[config.mk]
export PLATFORM = sky130hd
export DESIGN_NAME = conv_kernel_mc
export DESIGN_NICKNAME = d
export VERILOG_FILES = /design/src/rtl/conv_kernel_mc.sv
export SDC_FILE = /design/constraint.sdc
export NUM_CORES = 2
export LEC_CHECK = 0
export BUFFER_PORTS_ARGS = -buffer_cell sky130_fd_sc_hd__buf_2
export CORE_ASPECT_RATIO = 1.1
export CORE_MARGIN = 2
export CORE_UTILIZATION = 40
export CTS_CLUSTER_SIZE = 28
export DETAILED_ROUTE_END_ITERATION = 8
export SETUP_SLACK_MARGIN = 0.15
export SYNTH_ARGS = -nofsm -noshare
export SYNTH_HDL_FRONTEND = slang
export SYNTH_SLANG_ARGS = --single-unit
[constraint.sdc]
create_clock -name clk -period 13.1 [get_ports clk]
set_input_delay 3.275 -clock clk [delete_from_list [all_inputs] [get_ports clk]]
set_output_delay 3.275 -clock clk [all_outputs]
set_load 0.1 [all_outputs]
[src/rtl/conv_kernel_mc.sv]
// ============================================================================
// conv_kernel_mc : multi-channel KxK signed dot-product accumulator with
//                  shift / ReLU / saturation post-processing.
// Revision       : 1.0
// ============================================================================
`default_nettype none

module conv_kernel_mc #(
  parameter int DATA_W = 8,
  parameter int KSIZE  = 3,
  parameter int N_CH   = 2,
  parameter int ACC_W  = 32,
  parameter int OUT_W  = 16
) (
  input  logic                                 clk,
  input  logic                                 rst_n,
  input  logic                                 in_valid,
  output logic                                 in_ready,
  input  logic                                 in_first,
  input  logic                                 in_last,
  input  logic [KSIZE*KSIZE*DATA_W-1:0]        ifmap,
  input  logic [N_CH*KSIZE*KSIZE*DATA_W-1:0]   weight,
  input  logic                                 cfg_relu,
  input  logic [4:0]                           cfg_shift,
  output logic                                 out_valid,
  input  logic                                 out_ready,
  output logic [N_CH*OUT_W-1:0]                ofmap,
  output logic [N_CH-1:0]                      out_ovf
);

  localparam int KK = KSIZE * KSIZE;
  localparam int PW = 2 * DATA_W;
  localparam logic signed [ACC_W-1:0] c_sat_max = {{(ACC_W-OUT_W+1){1'b0}}, {(OUT_W-1){1'b1}}};
  localparam logic signed [ACC_W-1:0] c_sat_min = {{(ACC_W-OUT_W+1){1'b1}}, {(OUT_W-1){1'b0}}};

  logic                    w_en;
  logic signed [PW-1:0]    w_prod [N_CH*KK];
  logic signed [PW-1:0]    r_prod [N_CH*KK];
  logic                    r_s1_valid;
  logic                    r_s1_first;
  logic                    r_s1_last;
  logic signed [ACC_W-1:0] r_acc      [N_CH];
  logic signed [ACC_W-1:0] w_sum      [N_CH];
  logic signed [ACC_W-1:0] w_acc_next [N_CH];
  logic signed [ACC_W-1:0] w_shifted  [N_CH];
  logic [OUT_W-1:0]        w_res      [N_CH];
  logic [N_CH-1:0]         w_ovf;
  logic                    w_load;
  logic                    r_out_valid;
  logic [N_CH*OUT_W-1:0]   r_ofmap;
  logic [N_CH-1:0]         r_ovf;

  // The whole pipeline stalls only when a result is held and not consumed.
  assign w_en      = !(r_out_valid && !out_ready);
  assign in_ready  = w_en;
  assign w_load    = r_s1_valid && r_s1_last;
  assign out_valid = r_out_valid;
  assign ofmap     = r_ofmap;
  assign out_ovf   = r_ovf;

  for (genvar c = 0; c < N_CH; c++) begin : g_ch
    for (genvar i = 0; i < KK; i++) begin : g_el
      assign w_prod[c*KK+i] = $signed(ifmap[i*DATA_W +: DATA_W])
                            * $signed(weight[(c*KK+i)*DATA_W +: DATA_W]);
    end
  end

  always_ff @(posedge clk or negedge rst_n) begin
    if (!rst_n) begin
      r_s1_valid <= 1'b0;
      r_s1_first <= 1'b0;
      r_s1_last  <= 1'b0;
      for (int j = 0; j < N_CH*KK; j++) r_prod[j] <= '0;
    end else if (w_en) begin
      r_s1_valid <= in_valid;
      r_s1_first <= in_first;
      r_s1_last  <= in_last;
      for (int j = 0; j < N_CH*KK; j++) r_prod[j] <= w_prod[j];
    end
  end

  always_comb begin
    w_ovf = '0;
    for (int c = 0; c < N_CH; c++) begin
      w_sum[c] = '0;
      for (int i = 0; i < KK; i++)
        w_sum[c] = w_sum[c] + {{(ACC_W-PW){r_prod[c*KK+i][PW-1]}}, r_prod[c*KK+i]};
      w_acc_next[c] = (r_s1_first ? '0 : r_acc[c]) + w_sum[c];
      w_shifted[c]  = w_acc_next[c] >>> cfg_shift;
      if (cfg_relu && w_shifted[c][ACC_W-1]) w_shifted[c] = '0;
      if (w_shifted[c] > c_sat_max) begin
        w_res[c] = c_sat_max[OUT_W-1:0];
        w_ovf[c] = 1'b1;
      end else if (w_shifted[c] < c_sat_min) begin
        w_res[c] = c_sat_min[OUT_W-1:0];
        w_ovf[c] = 1'b1;
      end else begin
        w_res[c] = w_shifted[c][OUT_W-1:0];
      end
    end
  end

  always_ff @(posedge clk or negedge rst_n) begin
    if (!rst_n) begin
      for (int c = 0; c < N_CH; c++) r_acc[c] <= '0;
    end else if (w_en && r_s1_valid) begin
      for (int c = 0; c < N_CH; c++) r_acc[c] <= r_s1_last ? '0 : w_acc_next[c];
    end
  end

  // Output register only changes when not stalled, so held data stays stable.
  always_ff @(posedge clk or negedge rst_n) begin
    if (!rst_n) begin
      r_out_valid <= 1'b0;
      r_ofmap     <= '0;
      r_ovf       <= '0;
    end else if (w_en) begin
      r_out_valid <= w_load;
      if (w_load) begin
        for (int c = 0; c < N_CH; c++) r_ofmap[c*OUT_W +: OUT_W] <= w_res[c];
        r_ovf <= w_ovf;
      end
    end
  end

endmodule

`default_nettype wire

==> flow_summary.ini <==
[outcome]
status = completed

[route]
drc = 0
wire_per_inst_um = 19.2
drtIter0Drc = 3339
dr.pass1.iters = 6
avgViaCountPerCell = 5.12
antenna_left = 0
via_count = 54194
routed_wl_um = 204000

[finish]
fin_nets = 10205
drive_gt1_frac = 0.0581
syn2layout_area_growth_pct = 7.63

[sta]
drv_slew = 0
hold_violations = 0
fin_crit_sh = 0.853
setup_tns_ps = 0
rsz0062_at_grt = false
worst_pin_slew_ps = 974
fmaxAchievable_mhz = 89.5
finalSetupViolCount = 0
relSlewSlack = 0.350
finClkSkew_ps = 56.9
period_minus_slack_ps = 11180

[grt]
grt_usage = 0.225
gr-total-overflow = 0
grt_max_degree = 188
grt_pass1_vias = 57256
use_met3 = 0.0260
use_met2 = 0.392
grt-busiest-layer = met2
use_met1 = 0.295
grt_pass1_wl_um = 327000
antenna_found_initial = 22

[worst_setup_path]
critical_path_class = flop to flop
r2r-end = out_ovf[1]$_DFFE_PN0P_
crit_path_end_kind = flop
critPathMaxStageDelay_ps = 600
critPathSlowestCell = a2111oi_1
ff2ff_setup_slack_ps = 1920
rr_startpoint = r_prod[98]$_DFFE_PN0N_
crit_path_start_kind = flop
cp_max_fo = 16
cp.required_ps = 13580
reg2reg_depth = 36
crit_arrival_ps = 11660

[synthesis]
synth.top_cell.area_share = 0.338
synth_edf_count = 0
synthAdderAreaFrac = 0.445
synth.avg_cell_area_sq_um = 8.98
synth_seq_cells = 390
synthXorXnorAreaFrac = 0.0406
yosys-mux-area-fraction = 0.0172
synth_ff_type = dfrtp_1
synthArstFlopShare = 1.00
ys.warnings.count = 0
ys_top_cells_by_count = inv_1 (1569), fa_1 (1222), nand2_1 (837)
syn-cell-area_sq_um = 72300
synth_top_cell_by_area = fa_1
synth_most_common_cell = inv_1
synthCells = 8054
synth_top_family_by_area = adder cells
synth.net_count = 10120
ys_types = 111
synthTopCellsByArea = fa_1 (34%), dfrtp_1 (13%), ha_1 (11%), inv_1 (8.1%), and2_1 (6.4%)
synth-compound-area-share = 0.104
synth-simple-area-share = 0.162
ys_seq_area_frac = 0.135

[cts]
clkLatencyLatePin_ps = 680
postCtsHoldBufs = 0
cts_buffers = 51
path_clk_slew_ps = 60
cts_max_level = 2
postCtsResizedCells = 0
cts_setup_buffers = 0
cts_buffer_depth = 3
clkSinkCount = 390
cts_tree = yes
cts_root_buffer = clkbuf_16

[die]
ioPinCount = 264
start_util = 0.403
die_x_um = 409
rows = 163
die_y_um = 450
coreArea_sq_um = 179000
die_area_sq_um = 184000

[hold_path]
hold_path.class = flop to flop
whs_endpoint = r_acc[13]$_DFFE_PN0P_
min_path_cells = 2
hp-start = r_acc[13]$_DFFE_PN0P_

[flow_run]
drv_cap = 0

[place]
io_buffers = 263
dp_hpwl_um = 171000
place_congestion = 0.976
-- area by class of cell --
cell class	instances	area, sq um
Antenna cell	18	45.0
Multi-Input combinational cell	5831	55600
Timing Repair Buffer	292	1560
Sequential cell	390	9760
Clock inverter	32	505
Fill cell	17678	102000
Tap cell	2392	2990
Inverter	1573	5910
Clock buffer	63	1420
-- flip-flops by register name (all words and copies together), names as in the netlist --
register,cells
r_acc,64
r_s1_valid,1
r_s1_first,1
r_s1_last,1
r_prod,288
ofmap,32
out_ovf,2
out_valid,1
-- metal layers --
| metal | share of wire | routed length (um) |
|---|---|---|
| met5 | 0.00018 | 36 |
| met4 | 0.035 | 7110 |
| met3 | 0.041 | 8380 |
| met2 | 0.50 | 101000 |
| met1 | 0.43 | 87300 |
-- worst max-delay path, delay by kind of cell (launching register included) --
| family | cells | cell delay, ps |
|---|---|---|
| AO/OA/AOI/OAI | 19 | 4720 |
| adder cells (fa/ha/maj) | 7 | 3110 |
| buffers and inverters | 1 | 70 |
| flip-flops | 1 | 400 |
| AND/OR/NAND/NOR | 9 | 2650 |
-- how the worst max path moves through the flow --
stage                           startpoint                endpoint  slack [ps]  cells after the start
floorplan           r_prod[98]$_DFFE_PN0N_   ofmap[23]$_DFFE_PN0P_        3790                     40
global placement    r_prod[98]$_DFFE_PN0N_   ofmap[30]$_DFFE_PN0P_        2160                     36
detailed placement  r_prod[98]$_DFFE_PN0N_  out_ovf[1]$_DFFE_PN0P_        2050                     36
CTS                 r_prod[98]$_DFFE_PN0N_  out_ovf[1]$_DFFE_PN0P_        1970                     36
global route        r_prod[49]$_DFFE_PN0N_   ofmap[17]$_DFFE_PN0P_         980                     38
finish              r_prod[98]$_DFFE_PN0N_  out_ovf[1]$_DFFE_PN0P_        1920                     36
-- metrics by stage --
stage	setup slack [ps]	utilization	area (sq um)	instances	hold WS (ps)
2_1_floorplan	3790	-	72300	8054	441
3_3_place_gp	2160	0.423	75900	10478	453
3_5_place_dp	2050	0.423	75900	10478	462
4_1_cts	1970	0.433	77800	10573	477
5_1_grt	982	0.434	77800	10580	492
6_report	1920	0.434	77800	10591	478
-- cell usage in the layout (no fill, tap or decap), types with 9 or more instances in the layout --
cell / synthesis / layout
xor2_1: 72 / 72
o31ai_1: 53 / 53
clkbuf_16: 0 / 51
a31oi_1: 16 / 16
mux4_2: 18 / 18
a21boi_0: 16 / 16
o221ai_1: 10 / 10
nand4_1: 12 / 12
mux2i_1: 69 / 69
clkbuf_8: 0 / 10
a21o_1: 59 / 59
a211oi_1: 70 / 70
nand3_1: 52 / 52
nand2_1: 837 / 836
buf_2: 6 / 262
fa_1: 1222 / 1222
o21a_1: 22 / 22
a21oi_1: 394 / 394
inv_1: 1569 / 1567
nor2b_1: 67 / 66
ha_1: 616 / 616
bufinv_16: 0 / 9
nor3_1: 44 / 44
buf_4: 0 / 28
o21ai_1: 11 / 11
o21ai_0: 285 / 285
or3_1: 25 / 25
o22ai_1: 9 / 9
and2_1: 737 / 737
nor2_1: 385 / 384
xnor2_1: 261 / 261
a211o_1: 12 / 12
nand2b_1: 155 / 155
diode_2: 0 / 18
a22o_1: 42 / 42
o21bai_1: 46 / 46
dfrtp_1: 390 / 389
o211ai_1: 35 / 35
mux2_2: 13 / 13
and3_1: 14 / 14
-- cells by family after synthesis --
group	after synthesis
fa+ha+maj	1840
compound gates	1187
xor+xnor	334
buf+inv	1833
simple gates	2370
flops	390
mux	100
Power is not shown: default switching activity piles up to over one toggle a cycle in this logic, so the estimate is an artifact.
